==> src/rtl/video_timing_gen_if.sv <==
// Raster timing bundle shared by video_timing_gen and its consumers.
// master : the side that drives pixel enable, offsets and interrupt control
//          (the CPU/video pipeline), and reads counters and timing flags.
// slave  : the timing generator itself.
// Signals:
//   ce_pix, hs_offset, vs_offset, irq_line, irq_en, irq_ack  master -> slave
//   hc, vc, hbl, vbl, hsync, vsync, line_start, frame_start,
//   raster_irq                                                slave -> master
interface video_timing_gen_if #(
  parameter int CW = 9
);
  logic                 ce_pix;
  logic signed [CW-1:0] hs_offset;
  logic signed [CW-1:0] vs_offset;
  logic        [CW-1:0] irq_line;
  logic                 irq_en;
  logic                 irq_ack;
  logic        [CW-1:0] hc;
  logic        [CW-1:0] vc;
  logic                 hbl;
  logic                 vbl;
  logic                 hsync;
  logic                 vsync;
  logic                 line_start;
  logic                 frame_start;
  logic                 raster_irq;

  modport master (
    output ce_pix, hs_offset, vs_offset, irq_line, irq_en, irq_ack,
    input  hc, vc, hbl, vbl, hsync, vsync, line_start, frame_start, raster_irq
  );

  modport slave (
    input  ce_pix, hs_offset, vs_offset, irq_line, irq_en, irq_ack,
    output hc, vc, hbl, vbl, hsync, vsync, line_start, frame_start, raster_irq
  );
endinterface

==> src/rtl/video_timing_gen.sv <==
// Parametrised raster timing generator.
// Produces pixel/line counters, blanking, sync windows (trimmed by signed
// offsets latched at frame boundaries), line/frame strobes and a level
// raster interrupt. Everything advances only on ce_pix, except reset and
// irq_ack which act on any clk edge.
// Ports:
//   clk    system clock
//   reset  synchronous, active-high
//   vif    video_timing_gen_if.slave (see interface for signal list)
module video_timing_gen #(
  parameter int CW         = 9,
  parameter int H_TOTAL    = 384,
  parameter int H_ACTIVE   = 256,
  parameter int HS_START   = 264,
  parameter int HS_END     = 296,
  parameter int V_TOTAL    = 262,
  parameter int V_BL_END   = 16,
  parameter int V_BL_START = 240,
  parameter int VS_START   = 244,
  parameter int VS_END     = 248,
  parameter int OFS_MAX    = 32,
  parameter int IRQ_HPOS   = 0
) (
  input logic              clk,
  input logic              reset,
  video_timing_gen_if.slave vif
);

  localparam logic [CW-1:0] P_H_LAST     = CW'(H_TOTAL - 1);
  localparam logic [CW-1:0] P_V_LAST     = CW'(V_TOTAL - 1);
  localparam logic [CW-1:0] P_H_ACTIVE   = CW'(H_ACTIVE);
  localparam logic [CW-1:0] P_V_BL_END   = CW'(V_BL_END);
  localparam logic [CW-1:0] P_V_BL_START = CW'(V_BL_START);
  localparam logic [CW-1:0] P_IRQ_HPOS   = CW'(IRQ_HPOS);

  localparam logic signed [CW:0] P_H_TOTAL  = (CW+1)'(H_TOTAL);
  localparam logic signed [CW:0] P_V_TOTAL  = (CW+1)'(V_TOTAL);
  localparam logic signed [CW:0] P_HS_START = (CW+1)'(HS_START);
  localparam logic signed [CW:0] P_HS_END   = (CW+1)'(HS_END);
  localparam logic signed [CW:0] P_VS_START = (CW+1)'(VS_START);
  localparam logic signed [CW:0] P_VS_END   = (CW+1)'(VS_END);
  localparam logic signed [CW:0] P_OFS_MAX  = (CW+1)'(OFS_MAX);
  localparam logic signed [CW:0] P_OFS_MIN  = -P_OFS_MAX;

  logic [CW-1:0]        r_hc, r_vc;
  logic signed [CW:0]   r_ho, r_vo;
  logic                 r_hbl, r_vbl, r_hsync, r_vsync;
  logic                 r_line_start, r_frame_start, r_irq;

  logic                 w_h_wrap, w_frame_wrap, w_irq_set;
  logic [CW-1:0]        w_hc_nxt, w_vc_nxt;
  logic signed [CW:0]   w_ho, w_vo;
  logic [CW-1:0]        w_hs_beg, w_hs_end, w_vs_beg, w_vs_end;

  function automatic logic signed [CW:0] clamp_ofs(input logic signed [CW-1:0] v);
    logic signed [CW:0] ext;
    ext = {v[CW-1], v};
    if (ext > P_OFS_MAX)      return P_OFS_MAX;
    else if (ext < P_OFS_MIN) return P_OFS_MIN;
    else                      return ext;
  endfunction

  // Offsets are bounded by OFS_MAX, so one add or subtract of the period
  // is enough to bring a trimmed edge back into range.
  function automatic logic [CW-1:0] wrap_mod(input logic signed [CW:0] v,
                                             input logic signed [CW:0] total);
    logic signed [CW:0] r;
    if (v < 0)           r = v + total;
    else if (v >= total) r = v - total;
    else                 r = v;
    return r[CW-1:0];
  endfunction

  // beg > fin means the window straddles the counter wrap.
  function automatic logic in_window(input logic [CW-1:0] pos,
                                     input logic [CW-1:0] beg,
                                     input logic [CW-1:0] fin);
    if (beg <= fin) return (pos >= beg) && (pos < fin);
    else            return (pos >= beg) || (pos < fin);
  endfunction

  assign w_h_wrap     = (r_hc == P_H_LAST);
  assign w_hc_nxt     = w_h_wrap ? '0 : r_hc + CW'(1);
  assign w_vc_nxt     = !w_h_wrap ? r_vc :
                        (r_vc == P_V_LAST) ? '0 : r_vc + CW'(1);
  assign w_frame_wrap = (w_hc_nxt == '0) && (w_vc_nxt == '0);

  // The frame being entered already uses the offsets sampled on this edge.
  assign w_ho = w_frame_wrap ? clamp_ofs(vif.hs_offset) : r_ho;
  assign w_vo = w_frame_wrap ? clamp_ofs(vif.vs_offset) : r_vo;

  assign w_hs_beg = wrap_mod(P_HS_START + w_ho, P_H_TOTAL);
  assign w_hs_end = wrap_mod(P_HS_END   + w_ho, P_H_TOTAL);
  assign w_vs_beg = wrap_mod(P_VS_START + w_vo, P_V_TOTAL);
  assign w_vs_end = wrap_mod(P_VS_END   + w_vo, P_V_TOTAL);

  assign w_irq_set = vif.ce_pix && vif.irq_en &&
                     (w_hc_nxt == P_IRQ_HPOS) && (w_vc_nxt == vif.irq_line);

  always_ff @(posedge clk) begin
    if (reset) begin
      r_hc          <= '0;
      r_vc          <= '0;
      r_ho          <= '0;
      r_vo          <= '0;
      r_hbl         <= 1'b0;
      r_vbl         <= 1'b1;
      r_hsync       <= 1'b0;
      r_vsync       <= 1'b0;
      r_line_start  <= 1'b0;
      r_frame_start <= 1'b0;
      r_irq         <= 1'b0;
    end else begin
      if (vif.ce_pix) begin
        r_hc          <= w_hc_nxt;
        r_vc          <= w_vc_nxt;
        r_ho          <= w_ho;
        r_vo          <= w_vo;
        r_hbl         <= (w_hc_nxt >= P_H_ACTIVE);
        r_vbl         <= (w_vc_nxt < P_V_BL_END) || (w_vc_nxt >= P_V_BL_START);
        r_hsync       <= in_window(w_hc_nxt, w_hs_beg, w_hs_end);
        r_vsync       <= in_window(w_vc_nxt, w_vs_beg, w_vs_end);
        r_line_start  <= (w_hc_nxt == '0);
        r_frame_start <= w_frame_wrap;
      end
      if (w_irq_set)        r_irq <= 1'b1;
      else if (vif.irq_ack) r_irq <= 1'b0;
    end
  end

  assign vif.hc          = r_hc;
  assign vif.vc          = r_vc;
  assign vif.hbl         = r_hbl;
  assign vif.vbl         = r_vbl;
  assign vif.hsync       = r_hsync;
  assign vif.vsync       = r_vsync;
  assign vif.line_start  = r_line_start;
  assign vif.frame_start = r_frame_start;
  assign vif.raster_irq  = r_irq;

endmodule
==> src/flat_wrapper.sv <==
// flat-port wrapper written by rule: the top's interface ports become plain ports
module video_timing_gen_flat 
#(
  parameter int CW         = 9,
  parameter int H_TOTAL    = 384,
  parameter int H_ACTIVE   = 256,
  parameter int HS_START   = 264,
  parameter int HS_END     = 296,
  parameter int V_TOTAL    = 262,
  parameter int V_BL_END   = 16,
  parameter int V_BL_START = 240,
  parameter int VS_START   = 244,
  parameter int VS_END     = 248,
  parameter int OFS_MAX    = 32,
  parameter int IRQ_HPOS   = 0
)
  (clk, reset, vif_ce_pix, vif_hs_offset, vif_vs_offset, vif_irq_line, vif_irq_en, vif_irq_ack, vif_hc, vif_vc, vif_hbl, vif_vbl, vif_hsync, vif_vsync, vif_line_start, vif_frame_start, vif_raster_irq);
  video_timing_gen_if #(.CW(CW)) vif_i ();
  input logic clk;
  input logic reset;
  input wire logic [$bits(vif_i.ce_pix)-1:0] vif_ce_pix;
  input wire logic [$bits(vif_i.hs_offset)-1:0] vif_hs_offset;
  input wire logic [$bits(vif_i.vs_offset)-1:0] vif_vs_offset;
  input wire logic [$bits(vif_i.irq_line)-1:0] vif_irq_line;
  input wire logic [$bits(vif_i.irq_en)-1:0] vif_irq_en;
  input wire logic [$bits(vif_i.irq_ack)-1:0] vif_irq_ack;
  output wire logic [$bits(vif_i.hc)-1:0] vif_hc;
  output wire logic [$bits(vif_i.vc)-1:0] vif_vc;
  output wire logic [$bits(vif_i.hbl)-1:0] vif_hbl;
  output wire logic [$bits(vif_i.vbl)-1:0] vif_vbl;
  output wire logic [$bits(vif_i.hsync)-1:0] vif_hsync;
  output wire logic [$bits(vif_i.vsync)-1:0] vif_vsync;
  output wire logic [$bits(vif_i.line_start)-1:0] vif_line_start;
  output wire logic [$bits(vif_i.frame_start)-1:0] vif_frame_start;
  output wire logic [$bits(vif_i.raster_irq)-1:0] vif_raster_irq;
  assign vif_i.ce_pix = vif_ce_pix;
  assign vif_i.hs_offset = vif_hs_offset;
  assign vif_i.vs_offset = vif_vs_offset;
  assign vif_i.irq_line = vif_irq_line;
  assign vif_i.irq_en = vif_irq_en;
  assign vif_i.irq_ack = vif_irq_ack;
  assign vif_hc = vif_i.hc;
  assign vif_vc = vif_i.vc;
  assign vif_hbl = vif_i.hbl;
  assign vif_vbl = vif_i.vbl;
  assign vif_hsync = vif_i.hsync;
  assign vif_vsync = vif_i.vsync;
  assign vif_line_start = vif_i.line_start;
  assign vif_frame_start = vif_i.frame_start;
  assign vif_raster_irq = vif_i.raster_irq;
  video_timing_gen #(.CW(CW), .H_TOTAL(H_TOTAL), .H_ACTIVE(H_ACTIVE), .HS_START(HS_START), .HS_END(HS_END), .V_TOTAL(V_TOTAL), .V_BL_END(V_BL_END), .V_BL_START(V_BL_START), .VS_START(VS_START), .VS_END(VS_END), .OFS_MAX(OFS_MAX), .IRQ_HPOS(IRQ_HPOS)) u_core (.clk(clk), .reset(reset), .vif(vif_i));
endmodule
==> config.mk <==
export PLATFORM = sky130hd
export DESIGN_NAME = video_timing_gen_flat
export DESIGN_NICKNAME = d
export VERILOG_FILES = /design/src/rtl/video_timing_gen_if.sv /design/src/rtl/video_timing_gen.sv /design/src/flat_wrapper.sv
export SDC_FILE = /design/constraint.sdc
export NUM_CORES = 1
export LEC_CHECK = 0
export ABC_AREA = 1
export ABC_CLOCK_PERIOD_IN_PS = 6800
export BUFFER_PORTS_ARGS = -buffer_cell sky130_fd_sc_hd__buf_2
export CAP_MARGIN = 20
export CORE_MARGIN = 10
export CORE_UTILIZATION = 35
export DETAILED_ROUTE_END_ITERATION = 10
export SETUP_SLACK_MARGIN = 0.2
export SLEW_MARGIN = 15
export SYNTH_ARGS = -nofsm -noshare
export SYNTH_HDL_FRONTEND = slang
export SYNTH_SLANG_ARGS = --single-unit
export TNS_END_PERCENT = 10
==> constraint.sdc <==
create_clock -name clk -period 6.8 [get_ports clk]
set_input_delay 0.68 -clock clk [delete_from_list [all_inputs] [get_ports clk]]
set_output_delay 0.68 -clock clk [all_outputs]
set_load 0.01 [all_outputs]
; ---- Yosys cells after proc, flatten, opt, wreduce, memory -nomap -nowiden
; Index checks and enable logic that the tools add are counted.
; Widths: inputs -> output; s select.
[op_classes]
order_cmp = 21
mux = 21
reduce_logical = 12
n_addsub = 14
n_eq_ne = 3
[ops]
columns = cell, n
row1 = $mux 9, 11
row2 = $mux 10, 6
row3 = $ge 10x10->1 const B, 4
row4 = $lt 10x1->1 const B, 4
row5 = $add 10x10->10 const A, 2
row6 = $add 9x10->10 const A, 2
row7 = $add 9x1->9 const B, 2
row8 = $add 9x8->9 const B, 2
row9 = $add 9x9->9 const B, 2
row10 = $eq 9x9->1 const B, 2
row11 = $ge 9x9->1, 2
row12 = $gt 9x7->1 const B, 2
row13 = $le 9x9->1, 2
row14 = $logic_not 9->1, 2
row15 = $lt 9x6->1 const B, 2
row16 = $lt 9x9->1, 2
row17 = $sub 9x8->9 const B, 2
row18 = $sub 9x9->9 const B, 2
row19 = $eq 9x9->1, 1
row20 = $ge 9x8->1 const B, 1
row21 = $ge 9x9->1 const B, 1
row22 = $lt 9x5->1 const B, 1
row23 = $logic_and 1x1->1, 6
row24 = $mux 1, 4
row25 = other kinds (2), 4
[word_totals]
word_cells = 82
ff_bits = 45
out_inout_bits = 25

; ---- Longest topological paths before layout
[depth]
ltp_word = 13
depth_mapped = 42

; ---- Least setup slack after synthesis
; Ideal clock, no wire load.
[synth_path]
path_kind = register to register
start = register u_core.r_hc[0] (netlist: u_core.vif.hc[0])
end = register u_core.r_hsync (netlist: u_core.vif.hsync)
arrival_time_ns = 4.763
synth_period_minus_slack_ns = 4.834
required_time_ns = 6.729
slack_ns = 1.966
path_stages_with_launch = 33
path_cell_list = dfxtp_1 > ha_1 > nand2_2 > nor2_4 > nand4_4 > buf_6 > nand2_2 > nand4_4 > nor2_8 > nand4_4 > clkinv_2 > buf_4 > nand3_1 > nand2_1 > ha_1 > inv_1 > nor2_1 > nand2_1 > xor2_1 > ha_1 > nand2_1 > nor4_1 > nand3_1 > a21boi_1 > o211ai_1 > o21ai_1 > ha_1 > nand2_1 > o21ai_0 > o21ai_0 > o22ai_1 > nand3_1 > a21oi_1
[synth_via]
elab_chain_len = 12
[synth_rtl]
columns = element, line
row1 = start: declaration, video_timing_gen.sv:45  ; logic [CW-1:0] r_hc, r_vc;
row2 = start signal: assignment, video_timing_gen.sv:115  ; r_hc <= w_hc_nxt;
row3 = $add 9x1->9 or $eq 9x9->1 (tied branches), "video_timing_gen.sv:83, video_timing_gen.sv:82"
row4 = $mux 9 (on tied branches), "video_timing_gen.sv:83, video_timing_gen.sv:84"
row5 = $logic_not 9->1, video_timing_gen.sv:86  ; assign w_frame_wrap = (w_hc_nxt == '0) && (w_vc_nxt == '0);
row6 = $logic_and 1x1->1 *, video_timing_gen.sv:86
row7 = $mux 10 *, video_timing_gen.sv:89  ; assign w_ho = w_frame_wrap ? clamp_ofs(vif.hs_offset) : r_ho;
row8 = net u_core.w_ho[3], video_timing_gen.sv:52  ; logic signed [CW:0] w_ho, w_vo;
row9 = $add 10x10->10 (on tied branches), "video_timing_gen.sv:92, video_timing_gen.sv:93"
row10 = $sub 9x8->9 or $ge 10x10->1 (tied branches), video_timing_gen.sv:69  ; else if (v >= total) r = v - total;
row11 = $mux 9, video_timing_gen.sv:69
row12 = $mux 9, video_timing_gen.sv:68  ; if (v < 0) r = v + total;
row13 = $ge 9x9->1 or $lt 9x9->1 (tied branches), "video_timing_gen.sv:78, video_timing_gen.sv:79"
row14 = $logic_or 1x1->1 or $logic_and 1x1->1 (tied branches), "video_timing_gen.sv:79, video_timing_gen.sv:78"
row15 = $mux 1 *, video_timing_gen.sv:78  ; if (beg <= fin) return (pos >= beg) && (pos < fin);
row16 = end signal: assignment, video_timing_gen.sv:121  ; r_hsync <= in_window(w_hc_nxt, w_hs_beg, w_hs_end);
row17 = end: declaration, video_timing_gen.sv:47  ; logic r_hbl, r_vbl, r_hsync, r_vsync;
; The timed path passes the listed nets; every way through them passes the cells marked *.
; A chain may end at the register's enable or synchronous reset.

; ---- Worst setup path in the final report
[layout_path]
start = register u_core.r_hc[0] (netlist: u_core.vif.hc[0])
end = register u_core.r_vsync (netlist: u_core.vif.vsync)
[layout_via]
elab_chain_len = 12
[layout_rtl]
columns = element, line
row1 = $add 9x1->9 or $eq 9x9->1 (tied branches), "video_timing_gen.sv:83, video_timing_gen.sv:82"
row2 = $mux 9 (on tied branches), "video_timing_gen.sv:83, video_timing_gen.sv:84"
row3 = $logic_not 9->1, video_timing_gen.sv:86
row4 = $logic_and 1x1->1 *, video_timing_gen.sv:86
row5 = $mux 10 *, video_timing_gen.sv:90  ; assign w_vo = w_frame_wrap ? clamp_ofs(vif.vs_offset) : r_vo;
row6 = net u_core.w_vo[3], video_timing_gen.sv:52
row7 = $add 9x10->10 (on tied branches), "video_timing_gen.sv:94, video_timing_gen.sv:95"
row8 = $sub 9x9->9 or $ge 10x10->1 (tied branches), video_timing_gen.sv:69
row9 = $mux 9, video_timing_gen.sv:69
row10 = $mux 9, video_timing_gen.sv:68
row11 = $ge 9x9->1 or $lt 9x9->1 (tied branches), "video_timing_gen.sv:78, video_timing_gen.sv:79"
row12 = $logic_or 1x1->1 or $logic_and 1x1->1 (tied branches), "video_timing_gen.sv:79, video_timing_gen.sv:78"
row13 = $mux 1 *, video_timing_gen.sv:78
row14 = end signal: assignment, video_timing_gen.sv:122  ; r_vsync <= in_window(w_vc_nxt, w_vs_beg, w_vs_end);
row15 = end: declaration, video_timing_gen.sv:47
; Marks and branches as above.

==> flow_metrics.py <==
metrics = {
    "synthesis": {
        "syn_area_sq_mm": 0.00539,
        "synthCells": 840,
        "yosysWarningCount": 0,
        "async_flop_share_pct": 0,
        "ys_ff_latch": 45,
        "ys_types": 55,
        "avgSynthCellArea_sq_um": 6.42,
        "ys_seq_area_share_pct": 16.7,
        "synth_edf_count": 0,
        "synth_fp_nets": 931,
        "synth-main-ff-cell": "dfxtp_1",
    },
    "clock_network": {
        "clock_path_buffers": 2,
        "cts_buffers": 5,
        "numClockSinks": 45,
        "clock_latency_ns": 0.29,
        "cts_tree": "yes",
        "cts_htree_levels": 2,
        "ctsRootBufferMaster": "clkbuf_16",
        "cts.reportedPaths.clkPinSlew_ns": 0.07,
    },
    "grt": {
        "first_global_vias": 4928,
        "grt_pass1_wl_um": 24700,
        "grt_max_degree": 42,
        "grt_use_total_pct": 14.4,
        "grt_antenna_before_repair": 0,
        "grt_overflow": 0,
    },
    "sta": {
        "fin_skew_ns": 0.0135,
        "rsz0062_at_grt": "no",
        "slew_headroom_pct": 43.3,
        "hold_ws_ns": 0.455,
        "fin_crit_ns": 5.79,
        "max_clock_freq_mhz": 173,
        "tns_ns": 0,
        "fin_ws_ns": 1.01,
        "min_period_over_period_pct": 85.1,
        "maxSlewViolCount": 0,
        "final-hold-violation-count": 0,
        "setup_viol": 0,
        "tightest_slew_ns": 0.848,
    },
    "pwr": {
        "swShare_pct": 32.7,
        "power_density_mw_per_mm2": 117,
        "power.share.clock_pct": 34.4,
        "p_total_w": 0.000702,
        "peakVddDrop_mv": 0.0951,
        "power.internal_w": 0.000473,
        "combPwrFrac_pct": 25.0,
        "leakagePower_nw": 3.14,
        "p_sw_w": 0.000229,
        "seqPwrFrac_pct": 40.6,
    },
    "floorplan": {
        "io_pins": 57,
        "die_y_um": 144,
        "die_x_um": 144,
        "coreArea_sq_mm": 0.0151,
        "rows": 45,
        "dieArea_sq_mm": 0.0208,
        "initial_core_util_pct": 35.6,
    },
    "place": {
        "post-place-ws_ns": 0.827,
        "port_buffers": 56,
        "gp_congestion": 0.877,
        "detailed_place_hpwl_um": 12100,
    },
    "routing": {
        "vias": 5246,
        "vias_per_cell": 4.86,
        "routedWlPerCell_um": 13.7,
        "first_pass_iters": 5,
        "first_iter_violations": 390,
        "wirelength_um": 14700,
        "antenna_violating_nets_post_route": 0,
        "drc": 0,
    },
    "final_layout": {
        "n_antenna_cell": 0,
        "finish.utilization_pct": 39.5,
        "fin_nets": 981,
        "syn_to_final_growth_pct": 11.0,
        "drive_above_1_share_pct": 15.4,
        "n_fill_cell": 1647,
    },
    "min_path": {
        "hold_class": "register to register",
    },
    "job": {
        "cap_violations": 0,
    },
    "run_status": {
        "outcome": "finished, final reports clean",
    },
    "worst_setup_path": {
        "critPathCaptureType": "register",
        "crit_required_ns": 7.03,
        "criticalPathCategory": "register to register",
        "crit_fanout": 16,
        "cp_common_cell": "nand2_1",
        "setup.worst_path.start_class": "register",
        "slowest_delay_ns": 0.39,
        "cpMaxStageDelayCell": "dfxtp_1",
        "critPathArrivalTime_ns": 6.02,
    },
}
[flip-flops by register name, summed over array words and instances (netlist names)]
name	count
u_core.vif.frame_start	1
u_core.vif.hc	9
u_core.vif.vbl	1
u_core.vif.raster_irq	1
u_core.vif.hsync	1
u_core.vif.line_start	1
u_core.vif.hbl	1
u_core.vif.vc	9
u_core.r_vo	10
u_core.r_ho	10
u_core.vif.vsync	1
[synthesized netlist by cell type, types with 3 or more instances]
master,instances,area share (%)
nand4_1,8,0.93
nand4_4,3,1.2
xor2_1,25,4.1
o21ai_0,51,4.7
inv_1,128,8.9
nand3_2,11,2.0
o21ai_1,3,0.28
dfxtp_1,45,17
a21o_1,3,0.42
o21bai_1,6,0.84
nor4_1,4,0.46
nor2_4,4,0.84
nor3_1,8,0.74
a21oi_1,67,6.2
inv_2,6,0.42
nand2_1,213,15
nor2_8,3,1.1
xnor2_1,4,0.65
clkbuf_1,10,0.70
o22ai_1,3,0.35
nand2_4,7,1.5
ha_1,59,14
buf_6,3,0.63
nand2_2,19,2.2
a211oi_1,4,0.56
nand3_1,49,4.5
nor2_1,54,3.8
[placed cells by master (no fill, tap or decap), drive strengths merged]
cell type,instances
inv,135
buf,60
nand4,12
xnor2,4
o32ai,1
nor2,63
nor3,8
clkinv,2
o22ai,5
nor4,4
nand2,239
a21boi,2
dfxtp,45
a31oi,1
nand3b,2
or2,4
nand3,61
o2111ai,1
o21bai,6
or4,1
o21ai,56
o211ai,2
a21o,3
o211a,1
o221ai,1
a21oi,69
a211oi,4
o21a,3
a2111oi,1
ha,59
clkinvlp,1
xor2,28
clkbuf,7
[per-layer routing]
metal | part of all wire [%] | GRT usage [%] | up-vias
met5 | 0 | 0 | -
met2 | 44 | 22.9 | 105
met1 | 51 | 20.3 | 2313
li1 | - | - | 2822
met3 | 5.1 | 2.49 | 6
met4 | 0.36 | 1.67 | 0
[worst max-delay path, delay by kind of cell, from the launching register on]
kind / cells / cell delay [ns]
and+or+nand+nor: 20 / 2.31
AOI/OAI and AO/OA: 8 / 1.23
DFF: 1 / 0.39
adders and majority gates: 3 / 0.84
buffers and inverters: 6 / 0.71
xor gates and xnor gates: 1 / 0.25
[what timing repair did]
item                       CTS  global route
setup endpoints to repair    0             1
gates resized for setup      0             2
hold buffers                 0             0
buffers inserted             0             4
[final cells by class]
cell class	instances	area, sq um	share of cell area, %
multi-input cells	641	3880	64.8
flip-flops and latches	45	901	15.0
inverters	137	520	8.69
repair buffers	60	310	5.18
well taps	188	235	3.93
clock buffers	7	133	2.22
clock inverters	1	7.51	0.125
[power by group through the flow]
| stage | registers (W) | logic, W | clock network [W] |
|---|---|---|---|
| floorplan | 0.000289 | 0.000124 | 0 |
| global placement | 0.000290 | 0.000175 | 0 |
| detailed placement | 0.000291 | 0.000176 | 0 |
| CTS | 0.000285 | 0.000177 | 0.000246 |
| global route | 0.000286 | 0.000202 | 0.000258 |
| finish | 0.000285 | 0.000176 | 0.000241 |
[logic make-up (layout without fill, tap and decap cells)]
kind of cell	after synthesis	count (layout)	share of synthesized area, %
adders and majority gates	59	59	13.7
AOI/OAI and AO/OA	156	156	16.5
xor gates and xnor gates	32	32	6.03
buffers and inverters	154	205	11.3
DFF	45	45	16.7
and+or+nand+nor	394	394	35.8
[final timing paths]
path                                               startpoint                       endpoint  slack [ns]  cells past startpoint
worst max-delay path            u_core.vif.hc[0]$_SDFFE_PP0P_  u_core.vif.vsync$_SDFFE_PP0P_        1.01                     38
worst max register to register  u_core.vif.hc[0]$_SDFFE_PP0P_  u_core.vif.vsync$_SDFFE_PP0P_        1.01                     38
worst min register to register    u_core.r_vo[6]$_SDFFE_PP0P_    u_core.r_vo[6]$_SDFFE_PP0P_        0.45                      2
worst min-delay path              u_core.r_vo[6]$_SDFFE_PP0P_    u_core.r_vo[6]$_SDFFE_PP0P_        0.45                      2
[through the flow]
| step | std cells | area, sq um |
|---|---|---|
| 3_3_place_gp | 1067 | 5810 |
| 4_1_cts | 1075 | 5950 |
| 3_5_place_dp | 1067 | 5810 |
| 6_report | 1079 | 5990 |
| 2_1_floorplan | 840 | 5390 |
| 5_1_grt | 1079 | 5990 |
(Power assumes the default switching activity.)
